### src/rtl/edge_event_capture_pkg.sv
// Shared constants for the edge event capture block.
// Mode encoding and filter counter sizing.
package edge_event_pkg;

  localparam logic [1:0] MODE_OFF  = 2'b00;
  localparam logic [1:0] MODE_RISE = 2'b01;
  localparam logic [1:0] MODE_FALL = 2'b10;
  localparam logic [1:0] MODE_BOTH = 2'b11;

  function automatic int cnt_width(input int filter_len);
    return $clog2(filter_len + 1);
  endfunction

endpackage

### src/rtl/edge_event_capture_if.sv
// Control and status bundle of the edge event capture block.
// The master drives controls, the slave reports events.
interface edge_event_capture_if #(
  parameter int WIDTH = 32
);
  import edge_event_pkg::*;

  logic               ena;
  logic [WIDTH-1:0]   in;
  logic [2*WIDTH-1:0] mode;
  logic [WIDTH-1:0]   clr;
  logic [WIDTH-1:0]   irq_en;
  logic [WIDTH-1:0]   level;
  logic [WIDTH-1:0]   rising;
  logic [WIDTH-1:0]   falling;
  logic [WIDTH-1:0]   both;
  logic [WIDTH-1:0]   pending;
  logic [WIDTH-1:0]   overrun;
  logic               irq;

  modport master (
    output ena, in, mode, clr, irq_en,
    input  level, rising, falling, both,
    input  pending, overrun, irq
  );

  modport slave (
    input  ena, in, mode, clr, irq_en,
    output level, rising, falling, both,
    output pending, overrun, irq
  );

endinterface

### src/rtl/edge_event_capture_chan.sv
// One channel: synchroniser, debounce filter,
// edge pulses and sticky pending/overrun flags.
module edge_chan
  import edge_event_pkg::*;
#(
  parameter int   SYNC_STAGES = 2,
  parameter int   FILTER_LEN  = 4,
  parameter logic RESET_LEVEL = 1'b0
) (
  input  logic       clk,
  input  logic       nrst,
  input  logic       ena_i,
  input  logic       in_i,
  input  logic [1:0] mode_i,
  input  logic       clr_i,
  output logic       level_o,
  output logic       rising_o,
  output logic       falling_o,
  output logic       pending_o,
  output logic       overrun_o
);

  localparam int CW = cnt_width(FILTER_LEN);
  localparam logic [CW-1:0] CNT_LAST = CW'(FILTER_LEN - 1);

  logic [SYNC_STAGES-1:0] sync_q, sync_d;
  logic [CW-1:0]          cnt_q, cnt_d;
  logic                   level_q, level_d;
  logic                   rise_q, rise_d;
  logic                   fall_q, fall_d;
  logic                   pend_q, pend_d;
  logic                   ovr_q, ovr_d;
  logic                   s_sync, accept;
  logic                   rise, fall, hit, q;

  assign s_sync = sync_q[SYNC_STAGES-1];
  assign accept = (s_sync != level_q)
                && (cnt_q == CNT_LAST);
  assign rise   = accept & s_sync;
  assign fall   = accept & ~s_sync;

  always_comb begin
    sync_d    = sync_q;
    sync_d[0] = in_i;
    for (int k = 1; k < SYNC_STAGES; k++)
      sync_d[k] = sync_q[k-1];
  end

  always_comb begin
    cnt_d   = cnt_q + CW'(1);
    level_d = level_q;
    if (s_sync == level_q) begin
      cnt_d = '0;
    end else if (accept) begin
      cnt_d   = '0;
      level_d = s_sync;
    end
  end

  always_comb begin
    hit = 1'b0;
    unique case (mode_i)
      MODE_OFF:  hit = 1'b0;
      MODE_RISE: hit = rise;
      MODE_FALL: hit = fall;
      MODE_BOTH: hit = rise | fall;
    endcase
  end

  // Set beats clear so a coincident event is never lost.
  assign q      = ena_i & hit;
  assign rise_d = ena_i & rise;
  assign fall_d = ena_i & fall;
  assign pend_d = q | (pend_q & ~clr_i);
  assign ovr_d  = ~clr_i & (ovr_q | (q & pend_q));

  always_ff @(posedge clk) begin
    if (!nrst) begin
      sync_q  <= {SYNC_STAGES{RESET_LEVEL}};
      cnt_q   <= '0;
      level_q <= RESET_LEVEL;
      rise_q  <= 1'b0;
      fall_q  <= 1'b0;
      pend_q  <= 1'b0;
      ovr_q   <= 1'b0;
    end else begin
      sync_q  <= sync_d;
      cnt_q   <= cnt_d;
      level_q <= level_d;
      rise_q  <= rise_d;
      fall_q  <= fall_d;
      pend_q  <= pend_d;
      ovr_q   <= ovr_d;
    end
  end

  assign level_o   = level_q;
  assign rising_o  = rise_q;
  assign falling_o = fall_q;
  assign pending_o = pend_q;
  assign overrun_o = ovr_q;

endmodule

### src/rtl/edge_event_capture.sv
// Multi-channel edge event capture front-end
// with a combined, maskable interrupt.
module edge_event_capture
  import edge_event_pkg::*;
#(
  parameter int   WIDTH       = 32,
  parameter int   SYNC_STAGES = 2,
  parameter int   FILTER_LEN  = 4,
  parameter logic RESET_LEVEL = 1'b0
) (
  input logic                 clk,
  input logic                 nrst,
  edge_event_capture_if.slave bus
);

  logic [WIDTH-1:0] level, rising, falling;
  logic [WIDTH-1:0] pending, overrun;

  for (genvar i = 0; i < WIDTH; i++) begin : g_chan
    edge_chan #(
      .SYNC_STAGES (SYNC_STAGES),
      .FILTER_LEN  (FILTER_LEN),
      .RESET_LEVEL (RESET_LEVEL)
    ) u_chan (
      .clk       (clk),
      .nrst      (nrst),
      .ena_i     (bus.ena),
      .in_i      (bus.in[i]),
      .mode_i    (bus.mode[2*i +: 2]),
      .clr_i     (bus.clr[i]),
      .level_o   (level[i]),
      .rising_o  (rising[i]),
      .falling_o (falling[i]),
      .pending_o (pending[i]),
      .overrun_o (overrun[i])
    );
  end

  assign bus.level   = level;
  assign bus.rising  = rising;
  assign bus.falling = falling;
  assign bus.both    = rising | falling;
  assign bus.pending = pending;
  assign bus.overrun = overrun;
  assign bus.irq     = |(pending & bus.irq_en);

endmodule

### src/flat_wrapper.sv
// flat-port wrapper written by rule: the top's interface ports become plain ports
module edge_event_capture_flat import edge_event_pkg::*;
#(
  parameter int   WIDTH       = 32,
  parameter int   SYNC_STAGES = 2,
  parameter int   FILTER_LEN  = 4,
  parameter logic RESET_LEVEL = 1'b0
)
  (clk, nrst, bus_ena, bus_in, bus_mode, bus_clr, bus_irq_en, bus_level, bus_rising, bus_falling, bus_both, bus_pending, bus_overrun, bus_irq);
  edge_event_capture_if #(.WIDTH(WIDTH)) bus_i ();
  input logic clk;
  input logic nrst;
  input wire logic [$bits(bus_i.ena)-1:0] bus_ena;
  input wire logic [$bits(bus_i.in)-1:0] bus_in;
  input wire logic [$bits(bus_i.mode)-1:0] bus_mode;
  input wire logic [$bits(bus_i.clr)-1:0] bus_clr;
  input wire logic [$bits(bus_i.irq_en)-1:0] bus_irq_en;
  output wire logic [$bits(bus_i.level)-1:0] bus_level;
  output wire logic [$bits(bus_i.rising)-1:0] bus_rising;
  output wire logic [$bits(bus_i.falling)-1:0] bus_falling;
  output wire logic [$bits(bus_i.both)-1:0] bus_both;
  output wire logic [$bits(bus_i.pending)-1:0] bus_pending;
  output wire logic [$bits(bus_i.overrun)-1:0] bus_overrun;
  output wire logic [$bits(bus_i.irq)-1:0] bus_irq;
  assign bus_i.ena = bus_ena;
  assign bus_i.in = bus_in;
  assign bus_i.mode = bus_mode;
  assign bus_i.clr = bus_clr;
  assign bus_i.irq_en = bus_irq_en;
  assign bus_level = bus_i.level;
  assign bus_rising = bus_i.rising;
  assign bus_falling = bus_i.falling;
  assign bus_both = bus_i.both;
  assign bus_pending = bus_i.pending;
  assign bus_overrun = bus_i.overrun;
  assign bus_irq = bus_i.irq;
  edge_event_capture #(.WIDTH(WIDTH), .SYNC_STAGES(SYNC_STAGES), .FILTER_LEN(FILTER_LEN), .RESET_LEVEL(RESET_LEVEL)) u_core (.clk(clk), .nrst(nrst), .bus(bus_i));
endmodule
### config.mk
export PLATFORM = sky130hd
export DESIGN_NAME = edge_event_capture_flat
export DESIGN_NICKNAME = d
export VERILOG_FILES = /design/src/rtl/edge_event_capture_pkg.sv /design/src/rtl/edge_event_capture_if.sv /design/src/rtl/edge_event_capture_chan.sv /design/src/rtl/edge_event_capture.sv /design/src/flat_wrapper.sv
export SDC_FILE = /design/constraint.sdc
export NUM_CORES = 1
export LEC_CHECK = 0
export CAP_MARGIN = 5
export CORE_UTILIZATION = 45
export DETAILED_ROUTE_END_ITERATION = 10
export PLACE_DENSITY = 0.76
export SYNTH_ARGS = -nofsm -noshare
export SYNTH_HDL_FRONTEND = slang
export SYNTH_HIERARCHICAL = 1
export SYNTH_SLANG_ARGS = --single-unit
### constraint.sdc
create_clock -name clk -period 3.5 [get_ports clk]
set_input_delay 0.875 -clock clk [delete_from_list [all_inputs] [get_ports clk]]
set_output_delay 0.875 -clock clk [all_outputs]
set_load 0.1 [all_outputs]
==> key figures, run 1 <==
Clock network
  – CTS tree: built
  – Cts hold-fix bufs: 0
  – Worst-path clk slew: approximately 60 ps
  – Clock sinks: 320
  – TritonCTS buffer count: 34
  – H-Tree Depth: 2
  – Post_cts resized: 2
  – Post-CTS Repair Setup Buffers: 0
  – Worst-Skew Late Latency: 490 ps
  – Buffers from clock root to sink, at most: 3
  – Root Driver: clkbuf_16

Drt
  – Routed WL: between 20000 and 30000 um
  – Via density: 4.95
  – Drt drc: 0
  – Routed length per instance: 14.3 um
  – DR vias: about 9600
  – Routed Antenna Nets: 0
  – Initial drt markers: 444
  – First-pass DRT Iterations: 5

Run status
  – Outcome: completed

STA
  – Hold slack: between 400 and 500 ps
  – Slew HR: around 35%
  – Final Max Slew Viols: 0
  – Worst-margin pin slew: slightly below 1000 ps
  – Finish-stage setup viols: 0
  – RSZ-0062 raised after global routing: no
  – Fin crit period: approximately 3400 ps
  – Setup TNS: 0 ps
  – Final Hold Fails: 0
  – Final Skew: 6.19 ps
  – FMAX: 0.291 GHz
  – Period utilization: 98.2%

Worst setup path
  – Critical path launch point: bus_irq_en[12]
  – Worst Path Arrival: between 2000 and 3000 ps
  – WS Path Type: in2out
  – RR Startpoint: u_core/g_chan[21].u_chan/cnt_q[0]$_SDFF_PP0_
  – FF-to-FF setup slack: 2220 ps
  – Endpoint class of the critical path: output port
  – WP data required: 2620 ps
  – Critical-path cell list: clkdlybuf4s50_1, a22oi_1, buf_4, nand4_1, or4_4, buf_12
  – Top cell family by delay on the critical path: simple AND/OR/NAND/NOR gates
  – Critical-path maximum fanout: 1
  – Critical Path Max Stage Delay: roughly 600 ps
  – Reg2Reg Capture Point: u_core/g_chan[21].u_chan/rising_o$_SDFF_PN0_
  – R2R depth: 4
  – Slowest-stage cell, CP: or4_4
  – Crit path launch type: input port
  – Worst path bufs/invs: 3

Yosys
  – Yosys warns: 6
  – Post-Syn Area: around 12000 um2
  – Largest family of logic cells by synthesized area: simple AND/OR/NAND/NOR gates
  – Synth area leader: dfxtp_1
  – Synthesis-stage register bit count: 320
  – Synth Area in XOR/XNOR: 2.35%
  – Post-synthesis mux area share: 2.69%
  – Post-synth top area share: between 50% and 60%
  – Synth Area in Adders: 6.71%
  – Seq/Total Area, Yosys: ~54%
  – Compound-Gate Fraction of Synth Area: under 10%
  – Avg Synthesized Cell Area: around 10 um2
  – Count of cell types in the netlist: 19
  – Top cells by area, synth: dfxtp_1, ha_1, nand3b_1
  – Syn Inst Count: ~1200
  – Post-synthesis simple-gate area fraction: a little over a quarter
  – Synthesized net count: 1400

Final layout
  – Layout area overhead: 39.7%
  – Number of nets in the layout: between 1500 and 2000
  – Layout cells sized above 1: 16.5%
  – N_diodes: 0
  – Fillers: around 2200
  – Final std cells w/o fill: 1931
  – Area of the multi-input gates: approximately 5300 um2
  – Final core utilization: between 60% and 70%
  – Register Area: about 6400 um2

Global routing
  – Initial antenna violation count: 0
  – Number of global-route vias before repair: 8944
  – Total gr overflow: 0
  – First-pass GRT wire length: between 40000 and 50000 um
  – Gr usage total: 19.6%
  – Largest net degree at the start of global routing: 78

Flow run
  – Max-cap viol count: 0

Worst hold path
  – Hold endpoint: u_core/g_chan[8].u_chan/cnt_q[0]$_SDFF_PP0_
  – Hold Crit Start: u_core/g_chan[8].u_chan/cnt_q[0]$_SDFF_PP0_
  – Min-Delay Path Class: reg2reg
  – Hold depth: 1

Power and ir drop
  – Sw frac: 20.2%
  – Logic pwr share: under 10%
  – Pwr Density: between 400 and 500 nW/um2
  – Internal: 0.00597 W
  – Static Leak: 6.68 nW
  – Clk pwr share: approximately 46%
  – Sw power: between 0.0015 and 0.002 W
  – Worst vdd ir: around 0.35 mV
  – Seq pwr share: around 50%
  – Overall Power: around 0.0075 W

Floorplan
  – DIE AREA: 27200 um2
  – Row count: 59
  – Core box area: 26100 um2
  – Die height: 165 um
  – Starting Density: between 40% and 50%
  – Top-level I/O count: approximately 360
  – Die width: between 150 and 200 um

Place
  – Cells after DPL: about 1900
  – Buffers on Ports: roughly 360
  – Final HPWL DP: 20500 um
  – Gp weighted congestion: between 0.8 and 0.9
-- worst max-delay path by stage --
stage,endpoint,slack (ps),cells past startpoint
after floorplan,bus_irq,530,3
after global placement,bus_irq,-150,6
after detailed placement,bus_irq,-150,6
after CTS,bus_irq,30,5
after global routing,bus_irq,20,5
final,bus_irq,60,6
-- kinds of logic (layout without fill, tap and decap cells) --
kind of cell	after synthesis	in the layout
AND/OR/NAND/NOR	549	549
AO/OA/AOI/OAI	112	112
buffers and inverters	64	487
flip-flops	320	320
multiplexers	32	32
XOR/XNOR	32	32
adder cells (fa/ha/maj)	64	64
-- layout make-up --
class | instances | share of cell area (%)
multi-input combinational | 789 | 31.8
sequential | 320 | 38.4
clock inverter | 7 | 0.210
tap | 335 | 2.52
inverter | 64 | 1.44
timing repair buffer | 363 | 19.4
clock buffer | 53 | 6.28
-- power by group through the flow --
stage          combinational, W  clock [W]  sequential (W)
6_report               0.000352    0.00341         0.00372
5_1_grt                0.000383    0.00366         0.00373
4_1_cts                0.000355    0.00349         0.00372
3_5_place_dp           0.000352          0         0.00380
3_3_place_gp           0.000344          0         0.00380
2_1_floorplan         0.0000986          0         0.00379
-- registers in the layout (all words and copies together), names as in the netlist --
| register | cells |
|---|---|
| u_core/g_chan.u_chan/cnt_q | 96 |
| u_core/g_chan.u_chan/sync_q | 64 |
| u_core/g_chan.u_chan/falling_o | 32 |
| u_core/g_chan.u_chan/level_o | 32 |
| u_core/g_chan.u_chan/overrun_o | 32 |
| u_core/g_chan.u_chan/pending_o | 32 |
| u_core/g_chan.u_chan/rising_o | 32 |
-- Yosys cell counts --
cell,number
dfxtp_1,320
nand3b_1,96
nor2_1,96
and2_1,64
ha_1,64
inv_1,64
nand2_1,64
nor2b_1,64
nor3b_1,64
o21ai_1,64
nand4_1,36
mux2i_1,32
nand3_1,32
o21a_1,32
or2_2,32
xor2_1,32
a22oi_1,15
a22oi_2,1
or4_1,1
-- metrics by stage --
step | instance area [um2] | setup slack (ps)
global placement | 15600 | -153
global route | 16700 | 15.9
detailed placement | 15600 | -153
finish | 16700 | 63.1
floorplan | 11900 | 534
CTS | 16700 | 28.1
-- cell usage in the layout, fill, tap and decap left out --
cell type | netlist | final
nor2b_1 | 64 | 64
nor2_1 | 96 | 96
clkbuf_1 | 0 | 10
or2_2 | 32 | 32
inv_1 | 64 | 64
o21ai_1 | 64 | 64
a22oi_1 | 15 | 14
nand3_1 | 32 | 32
buf_2 | 0 | 1
clkinv_2 | 0 | 7
clkbuf_8 | 0 | 6
nor3b_1 | 64 | 64
clkdlybuf4s50_1 | 0 | 185
buf_4 | 0 | 173
or4_4 | 0 | 1
clkbuf_16 | 0 | 37
o21a_1 | 32 | 32
mux2i_1 | 32 | 32
a22oi_2 | 1 | 2
and2_1 | 64 | 64
ha_1 | 64 | 64
nand3b_1 | 96 | 96
xor2_1 | 32 | 32
buf_6 | 0 | 1
nand2_1 | 64 | 64
buf_12 | 0 | 3
dfxtp_1 | 320 | 320
nand4_1 | 36 | 36
-- per-layer routing --
metal  GRT usage (%)  vias up  share of wire [%]
met2            35.5      279                 50
li1                -     4823                  -
met4            5.05        0                1.6
met3            4.80       36                7.2
met1            22.8     4424                 41
met5               0        -                  0
-- worst reg2reg max path, delay by kind of cell (launching register included) --
family | cells | cell delay [ps]
simple gates | 2 | 460
fa+ha+maj | 2 | 410
flops | 1 | 330
Note: power is estimated with default switching activity, not from simulation.
==> inputs of run 2 (changes only) <==
CAP_MARGIN = 15   (was 5)
SKIP_CTS_REPAIR_TIMING = 1   (was not set)
==> key figures, run 2 (synthesis results as in run 1) <==
Power and ir drop
  – Internal: around 0.006 W
  – Seq pwr share: between 40% and 50%
  – Clk pwr share: a little under half
  – Static Leak: about 6.7 nW
  – Pwr Density: 449 nW/um2
  – Worst vdd ir: between 0.3 and 0.4 mV
  – Logic pwr share: 4.7%
  – Sw power: 0.00151 W
  – Sw frac: between 20% and 30%

Floorplan
  – DIE AREA: between 20000 and 30000 um2
  – Starting Density: a little under half
  – Die width: 165 um
  – Row count: between 50 and 60
  – Core box area: around 26000 um2
  – Top-level I/O count: between 300 and 400
  – Die height: about 160 um

Final layout
  – Fillers: between 2000 and 2500
  – Regs by FF count: u_core/g_chan.u_chan/cnt_q x96, u_core/g_chan.u_chan/sync_q x64
  – N_diodes: 0
  – Most frequent cells in the layout: dfxtp_1, clkdlybuf4s50_1, buf_4
  – Max reg flops: between 90 and 100
  – Layout cells sized above 1: around 16%
  – Final std cells w/o fill: around 1900
  – Commonest non-fill, non-tap cell in the layout: dfxtp_1
  – Biggest register: u_core/g_chan.u_chan/cnt_q
  – Layout area overhead: 39.7%
  – Number of nets in the layout: roughly 1800

Place
  – Final HPWL DP: around 20000 um
  – Gp weighted congestion: 0.805
  – Cells after DPL: 1872
  – Pre-CTS setup slack: -153 ps
  – Buffers on Ports: 355

Drt
  – Routed WL: 27600 um
  – DR vias: around 9600
  – Drt drc: 0
  – First-pass DRT Iterations: 5
  – Via density: slightly below 5
  – Initial drt markers: around 470
  – Routed length per instance: ~14 um
  – Routed Antenna Nets: 0

STA
  – Worst-margin pin slew: slightly below 1000 ps
  – Final Max Slew Viols: 0
  – Setup WS post-layout: approximately 63 ps
  – Hold slack: between 400 and 500 ps
  – FMAX: 0.291 GHz
  – Finish-stage setup viols: 0
  – Fin crit period: around 3400 ps
  – Final Hold Fails: 0
  – Period utilization: approximately 100%
  – RSZ-0062 raised after global routing: no
  – Final Skew: between 6 and 7 ps
  – Slew HR: about 35%

Clock network
  – Root Driver: clkbuf_16
  – Buffers from clock root to sink, at most: 3
  – TritonCTS buffer count: 34
  – Worst-path clk slew: about 60 ps
  – Clock sinks: between 300 and 400
  – H-Tree Depth: 2
  – Worst-Skew Late Latency: 490 ps
  – CTS tree: built

Worst setup path
  – Critical Path Max Stage Delay: around 600 ps
  – Crit path launch type: input port
  – Slowest-stage cell, CP: or4_4
  – Critical-path maximum fanout: 1
  – FF-to-FF setup slack: around 2200 ps
  – Critical-path cell list: clkdlybuf4s50_1, a22oi_1, buf_4, nand4_1, or4_4, buf_12
  – Worst Path Arrival: 2560 ps
  – WP data required: around 2600 ps
  – Endpoint class of the critical path: output port
  – WS Path Type: in2out

Global routing
  – First-pass GRT wire length: between 40000 and 50000 um
  – Number of global-route vias before repair: 8945
  – Gr usage total: 19.6%
  – Largest net degree at the start of global routing: roughly 80
  – Initial antenna violation count: 0
  – Total gr overflow: 0

Worst hold path
  – Min-Delay Path Class: reg2reg

Flow run
  – Max-cap viol count: 0

Run status
  – Outcome: completed
[run 2: cell counts in the layout (fill, tap and decap cells not counted)]
Identical to the previous run, type by type.
[run 2: worst max-delay path, delay by kind of cell]
| kind | cells | cell delay [ps] |
|---|---|---|
| and+or+nand+nor | 2 | 790 |
| buffers and inverters | 3 | 730 |
| AOI/OAI and AO/OA | 1 | 160 |
[run 2: final timing paths]
kind,startpoint,endpoint,cells past startpoint
worst max-delay path,bus_irq_en[12],bus_irq,6
worst min-delay path,u_core/g_chan[8].u_chan/cnt_q[0]$_SDFF_PP0_,u_core/g_chan[8].u_chan/cnt_q[0]$_SDFF_PP0_,1
worst max register to register,u_core/g_chan[21].u_chan/cnt_q[0]$_SDFF_PP0_,u_core/g_chan[21].u_chan/rising_o$_SDFF_PN0_,4
worst min register to register,u_core/g_chan[8].u_chan/cnt_q[0]$_SDFF_PP0_,u_core/g_chan[8].u_chan/cnt_q[0]$_SDFF_PP0_,1
[run 2: final cells by class]
| class | instances | area (um2) | area share, % |
|---|---|---|---|
| clock inverter | 7 | 35.0 | 0.210 |
| timing repair buffer | 363 | 3230 | 19.4 |
| clock buffer | 53 | 1050 | 6.28 |
| tap | 335 | 419 | 2.52 |
| multi-input combinational | 789 | 5290 | 31.8 |
| sequential | 320 | 6410 | 38.4 |
| inverter | 64 | 240 | 1.44 |
[run 2: stage by stage]
step / instance area [um2] / TNS [ps] / power, W / utilization [%]
after global placement: 15600 / -153 / 0.00414 / 59.8
after CTS: 16700 / -159 / 0.00757 / 63.9
after detailed placement: 15600 / -153 / 0.00415 / 59.8
after floorplan: 11900 / 0 / 0.00389 / -
final: 16700 / 0 / 0.00748 / 64.0
after global routing: 16700 / 0 / 0.00777 / 64.0
[run 2: power groups by stage]
stage | clock network (W) | registers (W) | logic (W)
3_5_place_dp | 0 | 0.00380 | 0.000352
6_report | 0.00341 | 0.00372 | 0.000352
5_1_grt | 0.00366 | 0.00373 | 0.000383
4_1_cts | 0.00349 | 0.00372 | 0.000355
2_1_floorplan | 0 | 0.00379 | 0.0000986
3_3_place_gp | 0 | 0.00380 | 0.000344
[run 2: metal layers]
| layer | global-route usage (%) | routed length (um) |
|---|---|---|
| met1 | 22.8 | 11300 |
| met2 | 35.5 | 13900 |
| met3 | 4.80 | 1970 |
| met4 | 5.05 | 429 |
| met5 | 0 | 0 |
==> inputs of run 3 (changes only) <==
ABC_AREA = 1   (was not set)
CAP_MARGIN = not set   (was 15)
PLACE_DENSITY = 0.75   (was 0.76)
==> key figures, run 3 <==
Run status
  – Outcome: completed

Place
  – Buffers on Ports: ~360
  – Cells after DPL: 2236
  – Pre-CTS setup slack: around 360 ps
  – Final HPWL DP: 23300 um
  – Gp weighted congestion: a little over 0.8

STA
  – Period utilization: roughly nine tenths
  – Setup WS post-layout: 373 ps
  – Setup TNS: 0 ps
  – Fin crit period: approximately 3100 ps
  – Slew HR: 35.3%
  – Worst-margin pin slew: roughly 970 ps
  – Finish-stage setup viols: 0
  – FMAX: around 0.32 GHz
  – Final Skew: approximately 12 ps
  – Final Hold Fails: 0
  – Final Max Slew Viols: 0
  – RSZ-0062 raised after global routing: no

Yosys
  – Most frequent cells after synthesis: dfxtp_1, inv_1, nand2_1, nand3_1, nor2_1
  – Post-synth top area share: 51.3%
  – Yosys warns: 6
  – Synth area leader: dfxtp_1
  – Synthesized net count: about 1700
  – Top cells by area, synth: dfxtp_1, inv_1, nand2_1
  – Main flop type after synthesis: dfxtp_1
  – Post-Syn Area: ~12000 um2
  – Count of cell types in the netlist: 14
  – Syn Inst Count: approximately 1500
  – Seq/Total Area, Yosys: between 50 and 60%
  – Synthesis-stage register bit count: 320
  – Avg Synthesized Cell Area: 8.31 um2
  – Post-synth EDFFs: 0
  – Post-synth ARST share: 0%

Final layout
  – Fillers: approximately 2300
  – Biggest register: u_core/g_chan.u_chan/cnt_q
  – Number of nets in the layout: 2128
  – Layout area overhead: 38.8%
  – Most frequent cells in the layout: inv_1, dfxtp_1, nand2_1
  – Final std cells w/o fill: ~2300
  – Max reg flops: 96
  – N_diodes: 0
  – Layout cells sized above 1: roughly a fifth
  – Regs by FF count: u_core/g_chan.u_chan/cnt_q x96, u_core/g_chan.u_chan/sync_q x64

Worst setup path
  – WP data required: about 2600 ps
  – Critical path launch point: bus_irq_en[11]
  – Critical-path maximum fanout: 1
  – RR Startpoint: u_core/g_chan[3].u_chan/cnt_q[0]$_SDFF_PP0_
  – Slowest-stage cell, CP: clkdlybuf4s50_1
  – Crit path top cell by count: nand2_1
  – Critical-path cell list: clkdlybuf4s50_1, nand2_1, nand2_1, nor2_1, nand2_1, nor2_1, nand2_1, buf_12
  – R2R depth: 4
  – Critical Path Max Stage Delay: roughly 400 ps
  – WS Path Type: in2out
  – Reg2Reg Capture Point: u_core/g_chan[3].u_chan/falling_o$_SDFF_PN0_
  – Endpoint class of the critical path: output port
  – Worst Path Arrival: 2250 ps
  – Crit path launch type: input port
  – End of the critical path: bus_irq
  – FF-to-FF setup slack: roughly 2200 ps

Global routing
  – Gr usage total: 21.2%
  – Initial antenna violation count: 0
  – Total gr overflow: 0
  – Number of global-route vias before repair: around 11000
  – First-pass GRT wire length: ~49000 um
  – Largest net degree at the start of global routing: 67

Drt
  – Via density: ~4.8
  – DR vias: between 10000 and 15000
  – First-pass DRT Iterations: 4
  – Routed length per instance: about 13 um
  – Drt drc: 0
  – Routed Antenna Nets: 0
  – Routed WL: 30800 um
  – Initial drt markers: just under 500

Worst hold path
  – Min-Delay Path Class: reg2reg

Floorplan
  – Top-level I/O count: 356
  – DIE AREA: between 20000 and 30000 um2
  – Row count: 60
  – Die width: 169 um
  – Core box area: 27100 um2
  – Die height: 169 um
  – Starting Density: a little under half

Clock network
  – TritonCTS buffer count: 35
  – Worst-path clk slew: approximately 60 ps
  – CTS tree: built
  – Buffers from clock root to sink, at most: 3
  – Clock sinks: 320
  – H-Tree Depth: 2
  – Root Driver: clkbuf_16
  – Worst-Skew Late Latency: 500 ps

Power and ir drop
  – Pwr Density: between 400 and 500 nW/um2
  – Worst vdd ir: around 0.34 mV
  – Overall Power: just under 0.008 W
  – Static Leak: about 7.9 nW

Flow run
  – Max-cap viol count: 0
==> run 3: cell count changes in the layout (fill, tap and decap cells not counted), sizes merged, moves of 96 or more <==
cell and change:
nand3b -96, inv +289, nand3 +96, nand2 +181
==> run 3: worst min path at each step <==
stage,from,slack [ps],endpoint,cells after the start
after floorplan,u_core/g_chan[0].u_chan/sync_q[0]$_SDFF_PN0_,390,u_core/g_chan[0].u_chan/sync_q[1]$_SDFF_PN0_,2
after global placement,u_core/g_chan[3].u_chan/sync_q[0]$_SDFF_PN0_,390,u_core/g_chan[3].u_chan/sync_q[1]$_SDFF_PN0_,2
after detailed placement,u_core/g_chan[17].u_chan/sync_q[0]$_SDFF_PN0_,400,u_core/g_chan[17].u_chan/sync_q[1]$_SDFF_PN0_,2
after CTS,u_core/g_chan[15].u_chan/sync_q[0]$_SDFF_PN0_,410,u_core/g_chan[15].u_chan/sync_q[1]$_SDFF_PN0_,2
after global routing,u_core/g_chan[28].u_chan/sync_q[0]$_SDFF_PN0_,430,u_core/g_chan[28].u_chan/sync_q[1]$_SDFF_PN0_,2
final,u_core/g_chan[15].u_chan/sync_q[0]$_SDFF_PN0_,400,u_core/g_chan[15].u_chan/sync_q[1]$_SDFF_PN0_,2
==> run 3: metal layers <==
layer | global-route usage, % | share of wire (%)
met1 | 23.9 | 41
met2 | 38.3 | 48
met3 | 6.13 | 8.4
met4 | 7.04 | 2.5
met5 | 0 | 0
==> run 3: worst max-delay path: cells and delay by family <==
family        cells  cell delay [ps]
simple gates      6              790
buf+inv           2              580
==> run 3: power by group <==
group | switching, W | internal [W] | leakage (nW) | total (W)
combinational | 0.000183 | 0.000212 | 4.69 | 0.000395
clock | 0.00142 | 0.00223 | 0.575 | 0.00365
sequential | 0.0000251 | 0.00369 | 2.59 | 0.00371
total | 0.00163 | 0.00613 | 7.86 | 0.00776
==> run 3: stage by stage <==
stage / hold WS [ps] / instance area, um2 / util, %
after floorplan: 390 / 12500 / -
after global placement: 392 / 16200 / 59.7
after detailed placement: 396 / 16200 / 59.7
after CTS: 409 / 17300 / 63.9
after global routing: 428 / 17300 / 63.9
final: 404 / 17300 / 63.9
==> run 3: cell type report <==
type                       count  area [um2]  share of cell area, %
sequential                   320        6410                   37.0
clock buffer                  50        1040                   6.03
tap                          372         465                   2.69
multi-input combinational    831        4760                   27.5
inverter                     352        1320                   7.62
timing repair buffer         361        3220                   18.6
clock inverter                11         114                  0.657
==> run 3: cell families (layout without fill, tap and decap cells) <==
kind of cell	after synthesis	in the layout	synth area share [%]
AND/OR/NAND/NOR	671	671	25.3
AO/OA/AOI/OAI	96	96	6.41
flip-flops	320	320	51.3
adder cells (fa/ha/maj)	64	64	6.41
buffers and inverters	352	774	10.6
==> RTL change (flow settings as in run 3) <==
`SYNC_STAGES` is set to 2 in 3 places; all go to 4.
--- a/src/rtl/edge_event_capture_chan.sv
+++ b/src/rtl/edge_event_capture_chan.sv
@@ -5,3 +5,3 @@
 #(
-  parameter int   SYNC_STAGES = 2,
+  parameter int   SYNC_STAGES = 4,
   parameter int   FILTER_LEN  = 4,
--- a/src/rtl/edge_event_capture.sv
+++ b/src/rtl/edge_event_capture.sv
@@ -6,3 +6,3 @@
   parameter int   WIDTH       = 32,
-  parameter int   SYNC_STAGES = 2,
+  parameter int   SYNC_STAGES = 4,
   parameter int   FILTER_LEN  = 4,
--- a/src/flat_wrapper.sv
+++ b/src/flat_wrapper.sv
@@ -4,3 +4,3 @@
   parameter int   WIDTH       = 32,
-  parameter int   SYNC_STAGES = 2,
+  parameter int   SYNC_STAGES = 4,
   parameter int   FILTER_LEN  = 4,
Behaviour: same outputs for any inputs over 4 cycles, from zero or initial values and one cycle with nrst low; that may be too few to reach the edited logic, so the function may still have changed.
==> RTL change against run 3 <==
  * Synthesized cell count increased by 21%
  * Worst setup slack better by 0.083 ns
  * Combinational power about the same
  * Final cell count grew 16%
  * Cell area is 15% higher
  * Sequential power increased by 20%
  * Sequential cell count rose by 64
  * Die area is 22% higher
  * Global-route usage fell by 2.6 points
  * Non-clock buffer count is 2 higher
  * Area after synthesis up 22%
  * Wire length is 6.6% higher
  * Total power grew 18%
  * First-iteration DRC count shrank 7.9%
  * Critical path type unchanged
  * Critical endpoint unchanged
  * Largest power group unchanged
==> RTL change: results <==
[routing]
met1Wirelength_um = 13800
drt_first_iter_violations = 446
top_layer = met5
met2_length_um = 15800
wl_um = 32800
viasPerCell = 4.57

[yosys]
synth_commonest_cells = dfxtp_1 (384), nand2_1 (373), inv_1 (352)
synth_adder_area_share = 0.0526
synth_compound_area_frac = 0.0263
syn_nets = 2050
syn_avg_cell_area_sq_um = 8.34
yosys-top-cells-area = dfxtp_1 (51%), nand2_1 (9.2%), inv_1 (8.7%), ha_1 (5.3%), nand3_2 (4.2%)
ys_seq_area_frac = 0.505
synth_cell_types = 15

[placed_design]
gp_congestion = 0.827
place_inst = 2596

[power]
swShare = 0.206
ir_worst_vdd_v = 0.000280

[cts]
clk_pin_slew_ns = 0.06
numCtsBuffers = 41
insertion_delay_ns = 0.52

[global_route]
first_global_vias = 11301
grt_use_total = 0.187
antenna_found_initial = 3
grt_start_max_net_pins = 82

[timing]
skew_ns = 0.00916
relSlewSlack = 0.322

[min_path]
holdCritPathClass = reg2reg

[worst_setup_path]
cp_max_fo = 1
worst_ep_arrival_time_ns = 2.17

[status]
status = finished clean

[final_layout]
final_nets = 2424
fill_cells = 2819
finalNonFillerCells = 2669
largestRegisters = u_core/g_chan.u_chan/sync_q (128), u_core/g_chan.u_chan/cnt_q (96)
drive_gt1_frac = 0.226
RTL change: cell types whose count changed in the layout (fill, tap and decap cells not counted), moves of 64 or more:
cell and change:
nand3_2 +64, nor4_1 -64, nand3_1 -64, dfxtp_1 +64
nand2_1 +128, nand2_2 +96, nor2_1 +64
RTL change: critical path: stages:
cell and delay [ns]:
clkdlybuf4s50_1 0.40, nand2_1 0.06, nand2_1 0.06, nor2_1 0.28, nand2_1 0.13, nor2_1 0.10, nand2_1 0.09, buf_12 0.17
RTL change: final timing paths:
check                                     startpoint                                  to  slack [ns]  cells after the start
hold reg to reg   u_core/g_chan[25].u_chan/sync_q[2]  u_core/g_chan[25].u_chan/sync_q[3]        0.40                      2
setup / recovery                      bus_irq_en[17]                             bus_irq        0.46                      8
hold / removal    u_core/g_chan[25].u_chan/sync_q[2]  u_core/g_chan[25].u_chan/sync_q[3]        0.40                      2
setup reg to reg   u_core/g_chan[20].u_chan/cnt_q[0]    u_core/g_chan[20].u_chan/level_o        2.24                      5
RTL change: area by class of cell:
| cell class | count | area share |
|---|---|---|
| clock inverter | 19 | 0.00920 |
| multi-input combinational | 1023 | 0.286 |
| sequential | 384 | 0.384 |
| timing repair buffer | 363 | 0.161 |
| inverter | 384 | 0.0721 |
| tap | 442 | 0.0277 |
| clock buffer | 54 | 0.0594 |
RTL change: per-layer routing:
layer / vias to the layer above / track usage
met5: - / 0
met4: 6 / 0.0505
met3: 56 / 0.0493
met2: 330 / 0.335
met1: 5509 / 0.217
li1: 6296 / -
RTL change: per-stage QoR:
stage / power, mW / util / setup WS [ns] / hold WS [ns] / instance area [sq um]
after floorplan: 4.72 / - / 0.698 / 0.390 / 15200
final: 9.13 / 0.608 / 0.456 / 0.404 / 20000
after CTS: 9.27 / 0.608 / 0.411 / 0.409 / 20000
after detailed placement: 4.94 / 0.567 / 0.409 / 0.395 / 18600
after global routing: 9.48 / 0.608 / 0.333 / 0.423 / 20000
after global placement: 4.93 / 0.567 / 0.424 / 0.391 / 18600
RTL change: power groups by stage:
stage / clock network (mW) / logic (mW) / registers (mW)
finish: 4.29 / 0.396 / 4.45
floorplan: 0 / 0.186 / 4.54
CTS: 4.42 / 0.400 / 4.44
global route: 4.60 / 0.437 / 4.45
global placement: 0 / 0.392 / 4.54
detailed placement: 0 / 0.397 / 4.54
RTL change: cell families after synthesis:
logic type      after synthesis
compound gates               64
fa+ha+maj                    64
buf+inv                     416
flops                       384
simple gates                895
